File: src/rtl/aig_bist_pkg.sv
// Purpose: shared definitions for the AIG BIST response path.
//   - state_e     : response compactor FSM states
//   - DEF_POLY    : default MISR feedback taps (x^8+x^4+x^3+x^2+1, MSB implied)
//   - DEF_SEED    : default MISR seed
//   - misr_next() : one MISR step on an 8-bit signature, reused by the
//                   upstream pattern generator for golden-signature computation
package aig_bist_pkg;

    localparam int          MISR_W   = 8;
    localparam logic [7:0]  DEF_POLY = 8'h1D;
    localparam logic [7:0]  DEF_SEED = 8'h00;

    typedef enum logic [1:0] {
        IDLE = 2'd0,
        RUN  = 2'd1,
        DONE = 2'd2
    } state_e;

    // Shift left, fold the outgoing MSB back through the taps, then mix in data.
    function automatic logic [MISR_W-1:0] misr_next(
        input logic [MISR_W-1:0] sig,
        input logic [MISR_W-1:0] data,
        input logic [MISR_W-1:0] poly
    );
        logic [MISR_W-1:0] fb;
        fb = sig[MISR_W-1] ? poly : {MISR_W{1'b0}};
        return ({sig[MISR_W-2:0], 1'b0} ^ fb) ^ data;
    endfunction

endpackage

File: src/rtl/misr_step.sv
// Purpose: combinational single-step MISR update.
// Ports:
//   i_sig  [OUT_W] : current signature
//   i_data [OUT_W] : response vector folded in this step
//   o_sig  [OUT_W] : next signature
module misr_step #(
    parameter int               OUT_W = 8,
    parameter logic [OUT_W-1:0] POLY  = 8'h1D
) (
    input  logic [OUT_W-1:0] i_sig,
    input  logic [OUT_W-1:0] i_data,
    output logic [OUT_W-1:0] o_sig
);

    logic [OUT_W-1:0] w_fb;

    // Feedback taps applied only when the bit shifted out is set.
    always_comb begin
        if (i_sig[OUT_W-1]) begin
            w_fb = POLY;
        end else begin
            w_fb = {OUT_W{1'b0}};
        end
        o_sig = ({i_sig[OUT_W-2:0], 1'b0} ^ w_fb) ^ i_data;
    end

endmodule

File: src/rtl/aig_response_misr.sv
// Purpose: compacts a programmed number of response vectors into a MISR
//          signature and compares it with an expected value.
// Ports:
//   clk, rst_n (sync, active-low)
//   start, num_vec[CNT_W], exp_sig[OUT_W] : run request and its parameters
//   in_valid, in_data[OUT_W], in_ready    : response vector handshake
//   busy, done, pass                      : run status (pass valid with done)
//   signature[OUT_W], vec_count[CNT_W]    : live MISR contents and count
module aig_response_misr
    import aig_bist_pkg::*;
#(
    parameter int               OUT_W = 8,
    parameter int               CNT_W = 16,
    parameter logic [OUT_W-1:0] POLY  = DEF_POLY,
    parameter logic [OUT_W-1:0] SEED  = DEF_SEED
) (
    input  logic             clk,
    input  logic             rst_n,
    input  logic             start,
    input  logic [CNT_W-1:0] num_vec,
    input  logic [OUT_W-1:0] exp_sig,
    input  logic             in_valid,
    input  logic [OUT_W-1:0] in_data,
    output logic             in_ready,
    output logic             busy,
    output logic             done,
    output logic             pass,
    output logic [OUT_W-1:0] signature,
    output logic [CNT_W-1:0] vec_count
);

    state_e           r_state;
    state_e           w_next_state;
    logic [OUT_W-1:0] r_sig;
    logic [CNT_W-1:0] r_cnt;
    logic [CNT_W-1:0] r_num_vec;
    logic [OUT_W-1:0] r_exp_sig;

    logic             w_accept_start;
    logic             w_xfer;
    logic [CNT_W-1:0] w_cnt_inc;
    logic [OUT_W-1:0] w_sig_next;

    misr_step #(
        .OUT_W (OUT_W),
        .POLY  (POLY)
    ) u_misr_step (
        .i_sig  (r_sig),
        .i_data (in_data),
        .o_sig  (w_sig_next)
    );

    assign w_accept_start = start && ((r_state == IDLE) || (r_state == DONE));
    assign w_xfer         = in_valid && (r_state == RUN);
    // num_vec never exceeds 2^CNT_W-1, so the increment cannot wrap before
    // it matches and ends the run.
    assign w_cnt_inc      = r_cnt + {{(CNT_W-1){1'b0}}, 1'b1};

    // Next-state logic; a start from DONE behaves exactly like one from IDLE.
    always_comb begin
        w_next_state = r_state;
        case (r_state)
            IDLE, DONE: begin
                if (start) begin
                    if (num_vec == {CNT_W{1'b0}}) begin
                        w_next_state = DONE;
                    end else begin
                        w_next_state = RUN;
                    end
                end else begin
                    w_next_state = r_state;
                end
            end
            RUN: begin
                if (w_xfer && (w_cnt_inc == r_num_vec)) begin
                    w_next_state = DONE;
                end else begin
                    w_next_state = RUN;
                end
            end
            default: begin
                w_next_state = IDLE;
            end
        endcase
    end

    // State register.
    always_ff @(posedge clk) begin
        if (!rst_n) begin
            r_state <= IDLE;
        end else begin
            r_state <= w_next_state;
        end
    end

    // Signature, counter and latched run parameters.
    always_ff @(posedge clk) begin
        if (!rst_n) begin
            r_sig     <= SEED;
            r_cnt     <= {CNT_W{1'b0}};
            r_num_vec <= {CNT_W{1'b0}};
            r_exp_sig <= {OUT_W{1'b0}};
        end else if (w_accept_start) begin
            r_sig     <= SEED;
            r_cnt     <= {CNT_W{1'b0}};
            r_num_vec <= num_vec;
            r_exp_sig <= exp_sig;
        end else if (w_xfer) begin
            r_sig     <= w_sig_next;
            r_cnt     <= w_cnt_inc;
        end else begin
            r_sig     <= r_sig;
            r_cnt     <= r_cnt;
        end
    end

    assign in_ready  = (r_state == RUN);
    assign busy      = (r_state == RUN);
    assign done      = (r_state == DONE);
    assign pass      = (r_state == DONE) && (r_sig == r_exp_sig);
    assign signature = r_sig;
    assign vec_count = r_cnt;

endmodule

File: config.mk
export PLATFORM = sky130hd
export DESIGN_NAME = aig_response_misr
export DESIGN_NICKNAME = d
export VERILOG_FILES = /design/src/rtl/aig_bist_pkg.sv /design/src/rtl/misr_step.sv /design/src/rtl/aig_response_misr.sv
export SDC_FILE = /design/constraint.sdc
export NUM_CORES = 1
export LEC_CHECK = 0
export CAP_MARGIN = 20
export CORE_ASPECT_RATIO = 1.1
export CORE_MARGIN = 2
export CORE_UTILIZATION = 49
export DETAILED_ROUTE_END_ITERATION = 7
export PLACE_DENSITY_LB_ADDON = 0.1
export SLEW_MARGIN = 20
export SYNTH_ARGS = -nofsm -noshare
export SYNTH_HDL_FRONTEND = slang
export SYNTH_HIERARCHICAL = 1
export SYNTH_SLANG_ARGS = --single-unit
File: constraint.sdc
create_clock -name clk -period 2.5 [get_ports clk]
set_input_delay 0.5 -clock clk [delete_from_list [all_inputs] [get_ports clk]]
set_output_delay 0.5 -clock clk [all_outputs]
set_load 0.1 [all_outputs]
---- Yosys cells after proc, flatten, opt, wreduce, memory -nomap -nowiden ----
Cells that the tools add are included.
Widths: inputs -> output; s select.
storage, ports and cells
  memories kept ........................... 0
  RAM bits ................................ 0
  word-level logic and storage cells ...... 28
  bits in registers ....................... 50
  bits of input ports ..................... 36
  ROM bits ................................ 0
  output and inout port bits .............. 28
  latch bits .............................. 0
operators by class
  eq/ne operators ......................... 5
  reductions and logical operators ........ 9
  mux-type cells .......................... 5
  bitwise logic cells ..................... 3
  shift-type cells ........................ 0
  div/mod/pow operators ................... 0
  add/sub/neg operators ................... 1
  order comparisons ....................... 0
  multipliers ............................. 0
operators with widths
  kind                   count
  $add 16x1->16 const B  1
  $eq 16x16->1           1
  $logic_not 16->1       1
  $eq 8x8->1             1
  $xor 8x5->8            1
  $xor 8x8->8            1
  $mux 2                 3
  $mux 5                 1
  $logic_and 1x1->1      4
  $pmux 2 s2             1
  $reduce_or 2->1        2
  $eq 2x1->1 const B     1
  $eq 2x2->1 const B     1
  $logic_not 2->1        1
  $ne 2x2->1 const B     1
  $logic_or 1x1->1       1
  $not 1->1              1

---- Logic depth before layout (Yosys ltp) ----
  word-level depth ........................ 5
  depth in mapped cells ................... 8
  mapped depth without buffers ............ 8

---- Hierarchy ----
Netlist, hierarchy kept.
modules (own cells, without submodules)
  module             seq. area each (sq um)  area an instance (sq um)  times used  cells each
  aig_response_misr  1001.0                  2513.7                    1           319
  misr_step          0.0                     118.9                     1           8

---- Worst setup path before layout ----
OpenSTA, ideal clock, no wires.
  path kind ............................... register to output
  start ................................... reg r_state[1]
  end ..................................... out pass
  data required time ...................... 2.000 ns
  path buffers ............................ 0
  stages on the path, launching flop included .. 4
  path slack .............................. -2.164 ns
  arrival ................................. 4.164 ns
  path through ............................ dfxtp_1 > nor2b_1 > o221ai_1 > nor3_1
between the ends
  longest elaborated chain between the ends .. 2
RTL lines
  item                    line                      source
  from (decl)             aig_response_misr.sv:32   state_e r_state;
  from (signal assigned)  aig_response_misr.sv:92   r_state <= w_next_state;
  $eq 2x2->1              --
  net done                aig_response_misr.sv:26   output logic done,
  $logic_and 1x1->1       aig_response_misr.sv:120  assign pass = (r_state == DONE) && (r_sig == r_exp_sig);
  to (decl)               aig_response_misr.sv:27   output logic pass,
The timed path passes the listed nets, and every way through them passes these cells.

---- Worst setup path after layout ----
  start ................................... in num_vec[5]
  end ..................................... reg r_state[1]
between the ends
  longest elaborated chain between the ends .. 4
RTL lines
  item              line                     source
  from (decl)       aig_response_misr.sv:20  input logic [CNT_W-1:0] num_vec,
  $logic_not 16->1  aig_response_misr.sv:65  if (num_vec == {CNT_W{1'b0}}) begin
  $mux 2            aig_response_misr.sv:65
  $mux 2            aig_response_misr.sv:64  if (start) begin
  $pmux 2 s2        aig_response_misr.sv:62  case (r_state)
Every way passes these cells. The select of a mux whose other input is x is not followed.
A chain may end at the register's enable or synchronous reset.

==> run metrics <==
status finished, final reports clean; relative slew slack 62.34%; DR WL/cell 13.62 um; Critical R2R Launch vec_count[0]; sequential share of power 49.9%; max-cap violations 0; required time worst endpoint 2.74 ns; CP peak stage delay 0.47 ns; IO Count 64; prevailing post-synth register cell dfxtp_1; P&R area growth vs syn 30.23%; Worst-path clk slew 0.08 ns; Synth Area per Inst 8.051 um2; CP cell instances clkdlybuf4s50_1 -> nor4_1 -> nand4_1 -> or4_1 -> a21bo_2 -> a21oi_2; post-synthesis net count 364; FF-to-FF End r_state[0]; min Tclk post-route 2.080 ns; DPL Wire Length 4.796 mm; Max IR drop VDD 323.4 uV; met1 WL 2.685 mm; clk_lat worst skew 0.30 ns; Hold Buf Count CTS 0; Cells after Synth 327; postcts setup bufs 0; Finished Layout Cells 461; Starting Density 51.61%; PD cells 498.7 mW/mm2; I/O Buffers 63; post-synthesis sequential area ratio 38.02%; number of global-route vias before repair 2,263; clock power share 32.6%; FP Rows 27; Placed Instances 453; DRT iter0 DRCs 103; highest metal used met4; CTS tree done; crit start category primary input; largest net degree at the start of global routing 25; nets 425; final core utilization 67.21%; Ant. Diodes 0; die width 73.89 um; Post-CTS Resized 0; # setup viols final 0; Worst-Margin Slew 0.5598 ns; slowest CP cell or4_1; core area 0.005101 mm2; Filler cells 444; Clock Tree Buf Depth 2; met2 WL 3.052 mm; initial antenna violation count 0; Pins Over Slew Limit 0; gr usage total 22.52%; Setup Crit Path Kind primary input to flop; top cell type by total area after synthesis dfxtp_1; Sw Share 26.30%; final hold vios 0; crit path to r_state[1]; DRC 0; Detail Route Antenna Nets 0; routed wl met3 374 um; drt pass-1 iters 4; WP data arrival 2.32 ns; Synth area leaders dfxtp_1 (38%), nand2_1 (11%), xnor2_1 (10%); Sw Pwr 449.7 uW; WL final 6.280 mm; gpl congestion 0.7861; R2R depth 8; total global routing overflow 0; vias per cell 5.165; crit path launch num_vec[5]; Synth async-reset ratio 0%; Final Cycle Share 83.21%; Netlist Area Pre-Place 0.002633 mm2; post-synth top area share 38.02%; routed vias 2,381; Hold Crit Class flop to flop; count of cell types in the netlist 47; CTS Sinks 50; layout cells sized above 1 17.48%; first-pass GRT wire length 10.41 mm; Worst Hold Slack 0.4629 ns; combinational share of power 17.5%; unrepaired setup endpoints after global routing no; Post-synth EDFFs 0; Final Skew 0.007010 ns; die area 0.005975 mm2; post-synthesis sequential element count 50; H-tree levels 2; leak pwr 0.001250 uW; DIE HEIGHT 80.88 um; Max Fclk 480.7 MHz; CP max FO 3; Root Buffer clkbuf_8; reg2reg setup slack 0.43 ns; YS warnings 6; CTS buffer count 5; critical path capture point type flop; overall power 1710 uW; Power Internal 1260 uW
[power groups by stage]
stage / combinational, uW / clock [uW] / sequential (uW)
2_1_floorplan: 161 / 0 / 896
6_report: 299 / 557 / 853
3_3_place_gp: 297 / 0 / 871
3_5_place_dp: 300 / 0 / 872
5_1_grt: 324 / 613 / 858
4_1_cts: 301 / 571 / 854
[cells in the mapped netlist, types with 2 or more instances]
cell	instances
nand2_1	77
dfxtp_1	50
a21oi_1	40
xnor2_1	31
nor2_1	25
xor2_1	16
clkbuf_1	13
nand4_1	7
nor4_1	7
inv_1	6
nand3_1	6
nor3_1	4
buf_2	3
nand2b_1	3
buf_4	2
nor2b_1	2
o21ai_0	2
or3_1	2
or4_1	2
xor3_1	2
[area by class of cell]
| cell class | instances | area, um2 | share of cell area [%] |
|---|---|---|---|
| timing repair buffer | 72 | 640.6 | 18.69 |
| tap | 72 | 90.09 | 2.628 |
| multi-input combinational | 253 | 1549 | 45.18 |
| clock buffer | 7 | 76.32 | 2.226 |
| sequential | 50 | 1020 | 29.74 |
| clock inverter | 1 | 30.03 | 0.8759 |
| inverter | 6 | 22.52 | 0.6569 |
[worst min-delay path by stage]
stage                      start      endpoint  slack, ns  cells after the start
floorplan           r_exp_sig[2]  r_exp_sig[2]       0.44                      2
global placement    r_exp_sig[2]  r_exp_sig[2]       0.45                      2
detailed placement  r_exp_sig[7]  r_exp_sig[7]       0.46                      2
CTS                 r_exp_sig[7]  r_exp_sig[7]       0.47                      2
global route        r_exp_sig[5]  r_exp_sig[5]       0.49                      2
finish              r_exp_sig[7]  r_exp_sig[7]       0.46                      2
[cells in the final DEF, fill, tap and decap left out, types with 2 or more instances in the layout]
cell / synthesis / routed
clkbuf_8: 0 / 5
o21ai_0: 2 / 2
inv_1: 6 / 6
xor3_1: 2 / 2
buf_4: 2 / 36
a21oi_1: 40 / 40
xnor2_1: 31 / 31
nand4_1: 7 / 7
nor3_1: 4 / 3
or3_1: 2 / 2
nand2b_1: 3 / 3
nor2_1: 25 / 25
nand2_1: 77 / 77
or4_1: 2 / 2
dfxtp_1: 50 / 35
xor2_1: 16 / 16
clkbuf_1: 13 / 2
nor4_1: 7 / 7
dfxtp_2: 0 / 15
clkdlybuf4s50_1: 0 / 35
nand3_1: 6 / 6
[critical path, delay by kind of cell]
family	cells	cell delay (ns)
AND/OR/NAND/NOR	3	1.03
buffers and inverters	1	0.42
AO/OA/AOI/OAI	2	0.37
[state kept, by name, summed over array words and instances, names as in the netlist]
name / count
r_exp_sig: 8
r_num_vec: 16
r_state: 2
signature: 8
vec_count: 16
[metrics by stage]
step,instance area [um2],TNS (ns),setup WS [ns]
CTS,3428,0,0.4013
finish,3428,0,0.4197
detailed placement,3322,0,0.1093
global placement,3322,0,0.1218
global route,3428,0,0.2173
floorplan,2670,-0.03496,-0.03496
[layer usage]
metal	global-route usage, %	vias up
met1	26.96	1071
li1	-	1219
met5	0	-
met4	8.909	0
met3	4.715	12
met2	39.02	79
[kinds of logic (layout without fill, tap and decap cells)]
kind of cell / after synthesis / in the layout / share of synthesized area [%]
AND/OR/NAND/NOR: 145 / 145 / 26.38
AO/OA/AOI/OAI: 57 / 57 / 12.79
XOR/XNOR: 50 / 50 / 18.49
flip-flops: 50 / 50 / 38.02
buffers and inverters: 24 / 86 / 3.850
adder cells (fa/ha/maj): 1 / 1 / 0.4752
Power figures use the tool's default switching activity.
